## src/rtl/dvsd_pe_pkg.sv

```systemverilog
// Shared constants and types for the dvsd_pe priority-encoder request path.
package dvsd_pe_pkg;

  localparam int unsigned WIDTH  = 8;
  localparam int unsigned CODE_W = 3;

  typedef enum logic {
    IDLE  = 1'b0,
    GRANT = 1'b1
  } req_state_t;

  typedef logic [CODE_W-1:0] req_id_t;

endpackage

```

## src/rtl/dvsd_sync2.sv

```systemverilog
// Per-bit two-flop synchronizer for asynchronous request lines.
// Only instantiated when PE_REQ_SYNC_EN is defined.
module dvsd_sync2 #(
  parameter int unsigned WIDTH = 8
) (
  input  logic             clk,
  input  logic             rst_n,
  input  logic [WIDTH-1:0] d_i,
  output logic [WIDTH-1:0] q_o
);

  logic [WIDTH-1:0] meta_q;
  logic [WIDTH-1:0] sync_q;

  always_ff @(posedge clk or negedge rst_n) begin
    if (!rst_n) begin
      meta_q <= '0;
      sync_q <= '0;
    end else begin
      meta_q <= d_i;
      sync_q <= meta_q;
    end
  end

  assign q_o = sync_q;

endmodule

```

## src/rtl/dvsd_pe_req_latch.sv

```systemverilog
// Request capture / grant handshake in front of the dvsd_pe priority encoder.
// Define PE_REQ_SYNC_EN to put a two-flop synchronizer on every req_in bit.
module dvsd_pe_req_latch #(
  parameter int unsigned WIDTH  = 8,
  parameter int unsigned CODE_W = 3
) (
  input  logic              clk,
  input  logic              rst_n,
  input  logic [WIDTH-1:0]  req_in,
  input  logic              mask_wr,
  input  logic [WIDTH-1:0]  mask_din,
  output logic [WIDTH-1:0]  pe_in,
  output logic              pe_en,
  input  logic [CODE_W-1:0] pe_out,
  input  logic              pe_gs,
  output logic              irq,
  output logic [CODE_W-1:0] irq_id,
  input  logic              ack,
  output logic              lost
);

  import dvsd_pe_pkg::*;

  logic [WIDTH-1:0]  s;
  logic [WIDTH-1:0]  s_d_q;
  logic [WIDTH-1:0]  rise;
  logic [WIDTH-1:0]  clr;
  logic [WIDTH-1:0]  pend_q, pend_d;
  logic [WIDTH-1:0]  mask_q, mask_d;
  logic [WIDTH-1:0]  pe_in_q;
  logic [CODE_W-1:0] irq_id_q, irq_id_d;
  req_state_t        state_q, state_d;
  logic              irq_q;
  logic              pe_en_q;
  logic              lost_q, lost_d;

`ifdef PE_REQ_SYNC_EN
  dvsd_sync2 #(
    .WIDTH (WIDTH)
  ) u_sync (
    .clk   (clk),
    .rst_n (rst_n),
    .d_i   (req_in),
    .q_o   (s)
  );
`else
  assign s = req_in;
`endif

  // Edge detector history; comes out of reset low so a held line gives one rise.
  always_ff @(posedge clk or negedge rst_n) begin
    if (!rst_n) s_d_q <= '0;
    else        s_d_q <= s;
  end

  // Grant handshake: latch the encoder result, hold it until ack.
  always_comb begin
    state_d  = state_q;
    irq_id_d = irq_id_q;
    clr      = '0;
    case (state_q)
      IDLE: begin
        if (pe_gs) begin
          irq_id_d = pe_out;
          state_d  = GRANT;
        end
      end
      GRANT: begin
        if (ack) begin
          clr     = WIDTH'(1) << irq_id_q;
          state_d = IDLE;
        end
      end
      default: state_d = IDLE;
    endcase
  end

  // A fresh rise on the bit being cleared wins, so the new request survives.
  always_comb begin
    rise   = s & ~s_d_q;
    pend_d = (pend_q & ~clr) | rise;
    lost_d = |(rise & pend_q & ~clr);
    mask_d = mask_wr ? mask_din : mask_q;
  end

  always_ff @(posedge clk or negedge rst_n) begin
    if (!rst_n) begin
      state_q  <= IDLE;
      irq_id_q <= '0;
      pend_q   <= '0;
      mask_q   <= '1;
      pe_in_q  <= '0;
      pe_en_q  <= 1'b1;
      irq_q    <= 1'b0;
      lost_q   <= 1'b0;
    end else begin
      state_q  <= state_d;
      irq_id_q <= irq_id_d;
      pend_q   <= pend_d;
      mask_q   <= mask_d;
      pe_in_q  <= pend_d & mask_d;
      pe_en_q  <= (state_d == IDLE);
      irq_q    <= (state_d == GRANT);
      lost_q   <= lost_d;
    end
  end

  assign pe_in  = pe_in_q;
  assign pe_en  = pe_en_q;
  assign irq    = irq_q;
  assign irq_id = irq_id_q;
  assign lost   = lost_q;

endmodule
```

## config.mk

```make
export PLATFORM = sky130hd
export DESIGN_NAME = dvsd_pe_req_latch
export DESIGN_NICKNAME = d
export VERILOG_FILES = /design/src/rtl/dvsd_pe_pkg.sv /design/src/rtl/dvsd_sync2.sv /design/src/rtl/dvsd_pe_req_latch.sv
export SDC_FILE = /design/constraint.sdc
export NUM_CORES = 1
export LEC_CHECK = 0
export BUFFER_PORTS_ARGS = -buffer_cell sky130_fd_sc_hd__buf_2
export CORE_MARGIN = 10
export CORE_UTILIZATION = 40
export CTS_BUF_LIST = sky130_fd_sc_hd__clkbuf_8
export CTS_CLUSTER_SIZE = 28
export DETAILED_ROUTE_END_ITERATION = 8
export PLACE_DENSITY = 0.66
export SLEW_MARGIN = 30
export SYNTH_ARGS = -nofsm -noshare
export SYNTH_HDL_FRONTEND = slang
export SYNTH_SLANG_ARGS = --single-unit
export TNS_END_PERCENT = 5
```

## constraint.sdc

```tcl
create_clock -name clk -period 1.5 [get_ports clk]
set_clock_uncertainty 0.15 [all_clocks]
set_input_delay 0.15 -clock clk [delete_from_list [all_inputs] [get_ports clk]]
set_output_delay 0.15 -clock clk [all_outputs]
set_load 0.02 [all_outputs]
```

==> results of run 1 <==
## timing repair
item / in CTS / in global routing
setup buffers: 0 / 0
hold endpoints to repair: 64 / 0
gates resized for setup: 0 / 3
pin swaps: 0 / 2
gates cloned: 0 / 0
endpoints found under the setup margin: 1 / 9
hold buffers: 21 / 0
## final cells by class
cell class	count	share of cell area
flip-flops and latches	38	0.475
inverters	3	0.00554
repair buffers	68	0.238
multi-input cells	56	0.208
clock inverters	2	0.00431
clock buffers	6	0.0406
well taps	46	0.0283
## cell families (layout without fill, tap and decap cells)
| group | Yosys count | count (layout) | synth area share |
|---|---|---|---|
| compound gates | 13 | 13 | 0.0751 |
| buf+inv | 4 | 79 | 0.0109 |
| flops | 38 | 38 | 0.696 |
| mux | 11 | 11 | 0.0896 |
| simple gates | 32 | 32 | 0.129 |
## power by group
part | total [mW] | switching [mW] | internal, mW
registers | 1.24 | 0.0679 | 1.17
clock network | 0.701 | 0.338 | 0.363
logic | 0.542 | 0.269 | 0.273
total | 2.48 | 0.675 | 1.81
## worst min-delay path, delay by kind of cell
kind            cells  cell delay, ps
buf+inv             1              70
compound gates      1              70
simple gates        1             190
## placed cells by master, fill, tap and decap left out, types with 2 or more instances in the layout
master	n
buf_2	37
dfrtp_1	26
dlygate4sd3_1	21
mux2_2	11
nand2_1	9
dfstp_2	9
buf_4	9
and2_1	8
nand2b_1	7
clkbuf_8	6
inv_1	4
dfrtp_2	3
o41ai_2	2
nand3_1	2
o21ai_1	2
## metal layers
layer	up-vias	GRT usage
met5	-	0
met4	0	0.0806
met3	8	0.0383
met2	30	0.172
met1	476	0.110
li1	478	-
## flip-flops by register name, summed over array words and instances (netlist names)
| signal | count |
|---|---|
| mask_q | 8 |
| pe_in | 8 |
| pend_q | 8 |
| s_d_q | 8 |
| irq_id | 3 |
| irq | 1 |
| lost | 1 |
| pe_en | 1 |
## path summary, 6_finish.rpt
kind                                 from        end  slack [ps]  cells after the start
worst min register to register  pend_q[2]  pend_q[2]         370                      2
worst max-delay path            irq_id[0]       lost        -130                      5
worst max register to register  irq_id[0]       lost        -130                      5
worst min-delay path                pe_gs      pe_en          40                      3
min in group asynchronous           rst_n   pe_in[2]         210                      3
max in group asynchronous           rst_n  mask_q[0]         730                      3
==> flow_summary.yaml, run 1 <==
setup_path:
  crit_family: "simple AND/OR/NAND/NOR gates"
  cp_max_fo: 6
  crit_arrival_ps: 1660
  cp_cell_sequence: "nand3b_1 -> o21ai_2 -> o22a_1 -> o221ai_1 -> or3_1"
  end_kind: "register"
  critPathKind: "reg -> reg"
  cp-start-kind: "register"
  crit_required_ps: 1530
  slowest_stage: "dfrtp_2"
  crit_buf_inv: 0
  cp_slowest_stage_delay_ps: 450
pwr:
  ir_worst_vdd_v: 0.000645
  totalPowerFinal_mw: 2.48
  p_leak_nw: 0.917
  power.density_nw_per_um2: 1220
drt:
  drt_iter0_markers: 68
  routed.top_layer: "met4"
  via_count: 992
  ant_nets: 0
  drc_errors: 0
  met3_wirelength_um: 193
  via_per_inst: 4.53
  drt_first_pass_iters: 4
  wl_met1_um: 1260
  met2_length_um: 1510
  post_drt_wl_per_cell_um: 14.0
  wirelength_um: 3060
global_route:
  overflow: 0
  first_global_vias: 1116
  grt_pass1_wl_um: 5040
  grt_start_max_net_pins: 39
  grt.total_usage: 0.106
  antenna_found_initial: 0
synth:
  syn_area_per_cell_um2: 14.1
  synth_seq_area_share: 0.696
  mappedNetlistArea_um2: 1380
  synth-seq-cells: 38
  synth.largest_area_cell: "dfrtp_1"
  ys_types: 23
  synth_flop_cell: "dfrtp_1"
  synth_nets: 122
  synth_edf_count: 0
  netlist_instances: 98
  yosysMostFrequentCell: "dfrtp_1"
  synth_common_cells: "dfrtp_1 (29), mux2_2 (11), dfstp_2 (9), nand2_1 (9)"
  ys_top_cells_by_area: "dfrtp_1 (52%), dfstp_2 (17%), mux2_2 (9.0%)"
  async_flop_share: 1.00
  synth_warnings: 0
  synth_top_area_frac: 0.525
placement:
  place_hpwl_um: 2220
  place_ws_ps: -155
  placedInstanceArea_um2: 1720
  port_buffers: 37
  dp_cells: 190
  place_congestion: 0.790
cells_and_area:
  regArea_um2: 966
  finalNonFillerCells: 219
  nets: 196
  final_core_util: 0.609
  area_growth_pct: 47.0
  fillCellCount: 280
  multi_input_area_um2: 423
  fin_area_um2: 2030
  n_antenna_cell: 0
  drive_gt1_frac: 0.480
floorplanning:
  fp.dieH_um: 78.8
  core_um2: 3340
  start_util: 0.414
  die_x_um: 78.8
  std_cell_rows: 21
  die_area_um2: 6210
  ios: 38
timing:
  max_slew_margin: 0.787
  setup_tns_ps: -131
  slew_viol_final: 0
  final-hold-violation-count: 0
  fmax_ghz: 0.613
  worstMarginPinSlew_ps: 316
  min_period_ps: 1630
  fin_crit_sh: 1.09
  setup_viol: 1
  worst_slack_ps: -131
  whs_ps: 44.7
  rsz0062_at_grt: "true"
cts:
  path_clk_slew_ps: 70
  cts_buffers: 5
  htreeDepth: 2
  cts_sinks: 38
  cts_max_path_buffers: 2
  clockRootBuffer: "clkbuf_8"
  cts_tree: "done"
  clk_latency_ps: 290
run:
  maxCapViolCount: 0
worst_hold_path:
  min_path_type: "in -> reg"
status:
  violations: "negative setup slack"
  status: "finished with violations"
Note: power is estimated with default switching activity, not from simulation.
==> run 2: changes to the inputs <==
- BUFFER_PORTS_ARGS: -buffer_cell sky130_fd_sc_hd__buf_2 -> not set
- DONT_BUFFER_PORTS: not set -> 1
- PLACE_DENSITY: 0.66 -> not set
==> run 2 against run 1 <==
Effect of this change: the run still ends with negative setup slack left; highest routed layer unchanged; largest power group unchanged; cell area down 1.7%; combinational power down 16%; core utilization down 1.0 points; power up 2.7%; sequential share of layout area up 0.83 points.
==> flow_summary.yaml, run 2 (same netlist as run 1, synthesis figures left out) <==
status:
  status: "finished with violations"
  violations: "negative setup slack"
pwr:
  seq_power_share: 0.511
  totalPowerFinal_mw: 2.55
  switching_power_uw: 648
  swShare: 0.254
  ir_worst_vdd_v: 0.000615
  p_clk_frac: 0.310
  power.density_nw_per_um2: 1280
  comb_power_share: 0.179
  p_int_mw: 1.90
  p_leak_nw: 0.869
setup_path:
  cp-start-kind: "register"
  end_kind: "register"
  slowest_stage: "dfrtp_2"
  crit_required_ps: 1520
  cp_cell_sequence: "nand3b_1 -> or2_1 -> nand3_1 -> o21ai_1 -> or3_1"
  crit_arrival_ps: 1650
  cp_max_fo: 5
  cp_slowest_stage_delay_ps: 440
  critPathKind: "reg -> reg"
global_route:
  first_global_vias: 1062
  met2_usage: 0.186
  grt-busiest-layer: "met2"
  use_met1: 0.111
  antenna_found_initial: 0
  grt.total_usage: 0.107
  overflow: 0
  gr-usage-met3: 0.0315
  grt_pass1_wl_um: 5170
  grt_start_max_net_pins: 39
drt:
  ant_nets: 0
  via_per_inst: 4.72
  post_drt_wl_per_cell_um: 15.4
  via_count: 915
  drc_errors: 0
  drt_iter0_markers: 13
  wirelength_um: 2990
  drt_first_pass_iters: 2
cts:
  htreeDepth: 2
  cts_buffers: 5
  cts_sinks: 38
  clk_latency_ps: 280
  clockRootBuffer: "clkbuf_8"
  cts_tree: "done"
  path_clk_slew_ps: 70
  cts_max_path_buffers: 2
cells_and_area:
  area_growth_pct: 44.4
  most-common-layout-cells: "dlygate4sd3_1 (26), dfrtp_1 (26), mux2_2 (11), buf_4 (11)"
  nets: 171
  n_antenna_cell: 0
  final_core_util: 0.598
  drive_gt1_frac: 0.345
worst_hold_path:
  min_path_type: "in -> reg"
floorplanning:
  std_cell_rows: 21
  die_x_um: 78.8
  start_util: 0.414
  die_area_um2: 6210
  ios: 38
  fp.dieH_um: 78.8
  core_um2: 3340
timing:
  min_period_ps: 1630
  worst_slack_ps: -132
  fin_crit_sh: 1.09
  slew_viol_final: 0
  fmax_ghz: 0.613
  max_slew_margin: 0.799
  final-hold-violation-count: 0
  worstMarginPinSlew_ps: 299
  setup_viol: 1
  rsz0062_at_grt: "true"
placement:
  place_congestion: 0.775
  port_buffers: 0
run:
  maxCapViolCount: 0
run 2: worst paths after layout:
kind	slack, ps	cells past startpoint	end	from
setup / recovery	-130	5	lost	irq_id[0]
hold / removal	4	2	pe_in[5]	mask_wr
setup reg to reg	-130	5	lost	irq_id[0]
hold reg to reg	360	1	pend_q[6]	pend_q[6]
max in group asynchronous	780	2	mask_q[7]	rst_n
min in group asynchronous	170	2	pe_in[2]	rst_n
run 2: final cells by class:
type | count | area [um2]
fillers | 284 | 1340
clock buffers | 8 | 110
flip-flops and latches | 38 | 966
well taps | 46 | 57.6
repair buffers | 43 | 424
multi-input cells | 56 | 428
inverters | 3 | 11.3
run 2: through the flow:
stage                     setup WS, ps  setup TNS (ps)  area [um2]  hold WS [ps]  std cells
after floorplan                   -107            -107        1390          -296         98
after global placement           -74.8           -74.8        1530          -294        154
after detailed placement          -127            -169        1530          -294        154
after CTS                         -143            -641        1980         -10.0        194
after global routing              -217            -471        2000          9.94        194
final                             -132            -132        2000          4.22        194
run 2: worst max-delay path, delay by kind of cell, from the launching register on:
kind / cells / cell delay [ps]
AO/OA/AOI/OAI: 1 / 60
flip-flops: 1 / 440
AND/OR/NAND/NOR: 4 / 880
run 2: per-layer routing:
layer / vias up / wire length (um)
met5: - / 0
met4: 0 / 51
met3: 5 / 138
met2: 24 / 1630
met1: 454 / 1170
li1: 432 / -
run 2: power by group through the flow:
stage / sequential, mW / combinational (mW) / clock, mW
after detailed placement: 1.32 / 0.328 / 0
after floorplan: 1.33 / 0.177 / 0
after global placement: 1.32 / 0.323 / 0
after CTS: 1.30 / 0.453 / 0.821
final: 1.30 / 0.456 / 0.789
after global routing: 1.32 / 0.505 / 0.861
run 2: timing repair:
action / in CTS / in global routing
buffers inserted: 1 / 0
hold buffers: 31 / 0
setup endpoints to repair: 4 / 11
endpoints found under the hold margin: 73 / 0
gates resized for setup: 3 / 6
==> run 3: changes to the inputs <==
- PLACE_DENSITY: not set -> 0.56
==> run 3 against run 2 <==
Effect of this change: cell count is 3.1% lower; register-to-register slack lost 20 ps; largest cell class unchanged; the run still ends with negative setup slack left; hold slack gained 63 ps.
==> flow_summary.yaml, run 3 (same netlist as run 1, synthesis figures left out) <==
global_route:
  antenna_found_initial: 0
  grt_start_max_net_pins: 39
  grt.total_usage: 0.0979
  overflow: 0
  first_global_vias: 988
  grt_pass1_wl_um: 4690
floorplanning:
  die_area_um2: 6210
  core_um2: 3340
  fp.dieH_um: 78.8
  start_util: 0.414
  die_x_um: 78.8
  std_cell_rows: 21
  ios: 38
timing:
  max_slew_margin: 0.726
  fin_crit_sh: 1.10
  min_period_ps: 1650
  rsz0062_at_grt: "true"
  slew_viol_final: 0
  worstMarginPinSlew_ps: 410
  worst_slack_ps: -148
  final-hold-violation-count: 0
  fmax_ghz: 0.607
  setup_viol: 2
status:
  status: "finished with violations"
  violations: "negative setup slack"
cells_and_area:
  drive_gt1_frac: 0.338
  most-common-layout-cells: "dfrtp_1 (26), dlygate4sd3_1 (23), mux2_2 (11), buf_4 (11)"
  area_growth_pct: 38.3
  final_core_util: 0.573
  layout_commonest_cell: "dfrtp_1"
  nets: 165
  n_antenna_cell: 0
setup_path:
  crit_arrival_ps: 1670
  cp-start-kind: "register"
  rrSetupSlack_ps: -150
  critPathKind: "reg -> reg"
  reg2reg_depth: 5
  crit_required_ps: 1520
  rr_startpoint: "irq_id[0]"
  rr_endpoint: "lost"
  end_kind: "register"
  cp_max_fo: 7
pwr:
  p_leak_nw: 0.816
  ir_worst_vdd_v: 0.000634
  power.density_nw_per_um2: 1270
cts:
  clockRootBuffer: "clkbuf_8"
  htreeDepth: 2
  cts_tree: "done"
  path_clk_slew_ps: 70
  clk_latency_ps: 280
  cts_buffers: 5
  cts_sinks: 38
  cts_max_path_buffers: 2
drt:
  via_count: 876
  drt_iter0_markers: 34
  wirelength_um: 2820
  via_per_inst: 4.66
  drt_first_pass_iters: 4
  drc_errors: 0
  post_drt_wl_per_cell_um: 15.0
  ant_nets: 0
worst_hold_path:
  min_path_cells: 2
  min_path_type: "in -> reg"
  min_to: "pend_q[6]"
  hp-start: "req_in[6]"
placement:
  port_buffers: 0
  place_congestion: 0.691
  place_ws_ps: -116
  place_hpwl_um: 1990
run:
  maxCapViolCount: 0
run 3: changes by cell type in the layout (fill, tap and decap cells not counted), sizes merged:
cell / previous run / this run
clkinv: 0 / 1
inv: 3 / 4
dlygate4sd3: 26 / 23
dlymetal6s4s: 4 / 1
clkbuf: 8 / 6
run 3: timing repair:
action	4_1_cts	5_1_grt
endpoints found under the setup margin	2	7
endpoints found under the hold margin	74	0
hold buffers	25	0
gates resized for setup	2	3
pin swaps	3	1
setup buffers	2	0
run 3: how the worst max path moves through the flow:
stage,end,depth (start not counted),from
floorplan,lost,5,irq_id[0]
global placement,lost,5,irq_id[0]
detailed placement,lost,5,irq_id[0]
CTS,lost,5,irq_id[0]
global route,lost,5,irq_id[0]
finish,lost,5,irq_id[0]
run 3: report_power, final:
| group | leakage [nW] | internal (mW) | switching, mW |
|---|---|---|---|
| Clock | 0.0524 | 0.363 | 0.325 |
| Sequential | 0.411 | 1.17 | 0.135 |
| Combinational | 0.352 | 0.237 | 0.186 |
| Total | 0.816 | 1.77 | 0.646 |
run 3: final cells by class:
cell class	count	area, um2
Clock buffer	6	82.6
Clock inverter	2	8.76
Fill cell	296	1430
Inverter	3	11.3
Multi-Input combinational cell	56	429
Sequential cell	38	966
Tap cell	46	57.6
Timing Repair Buffer	37	357
run 3: critical path, stage by stage (launching register included):
cell and delay [ps]:
dfrtp_2 450, nand3b_1 200, or2_1 250, nand3_1 90
o21ai_1 60, or3_1 340
run 3: per-stage QoR:
stage / std cells / cell area [um2] / power [mW] / setup TNS [ps] / hold slack, ps
floorplan: 98 / 1390 / 1.51 / -107 / -296
global placement: 153 / 1520 / 1.63 / -78.3 / -294
detailed placement: 153 / 1520 / 1.64 / -116 / -294
CTS: 188 / 1900 / 2.45 / -227 / 56.7
global route: 188 / 1910 / 2.55 / -444 / 61.7
finish: 188 / 1910 / 2.42 / -226 / 67.1
run 3: metal layers:
| layer | part of all wire | global-route usage | up-vias |
|---|---|---|---|
| met1 | 0.41 | 0.104 | 422 |
| met5 | 0 | 0 | - |
| met2 | 0.48 | 0.155 | 30 |
| met3 | 0.092 | 0.0608 | 5 |
| li1 | - | - | 419 |
| met4 | 0.013 | 0.0376 | 0 |
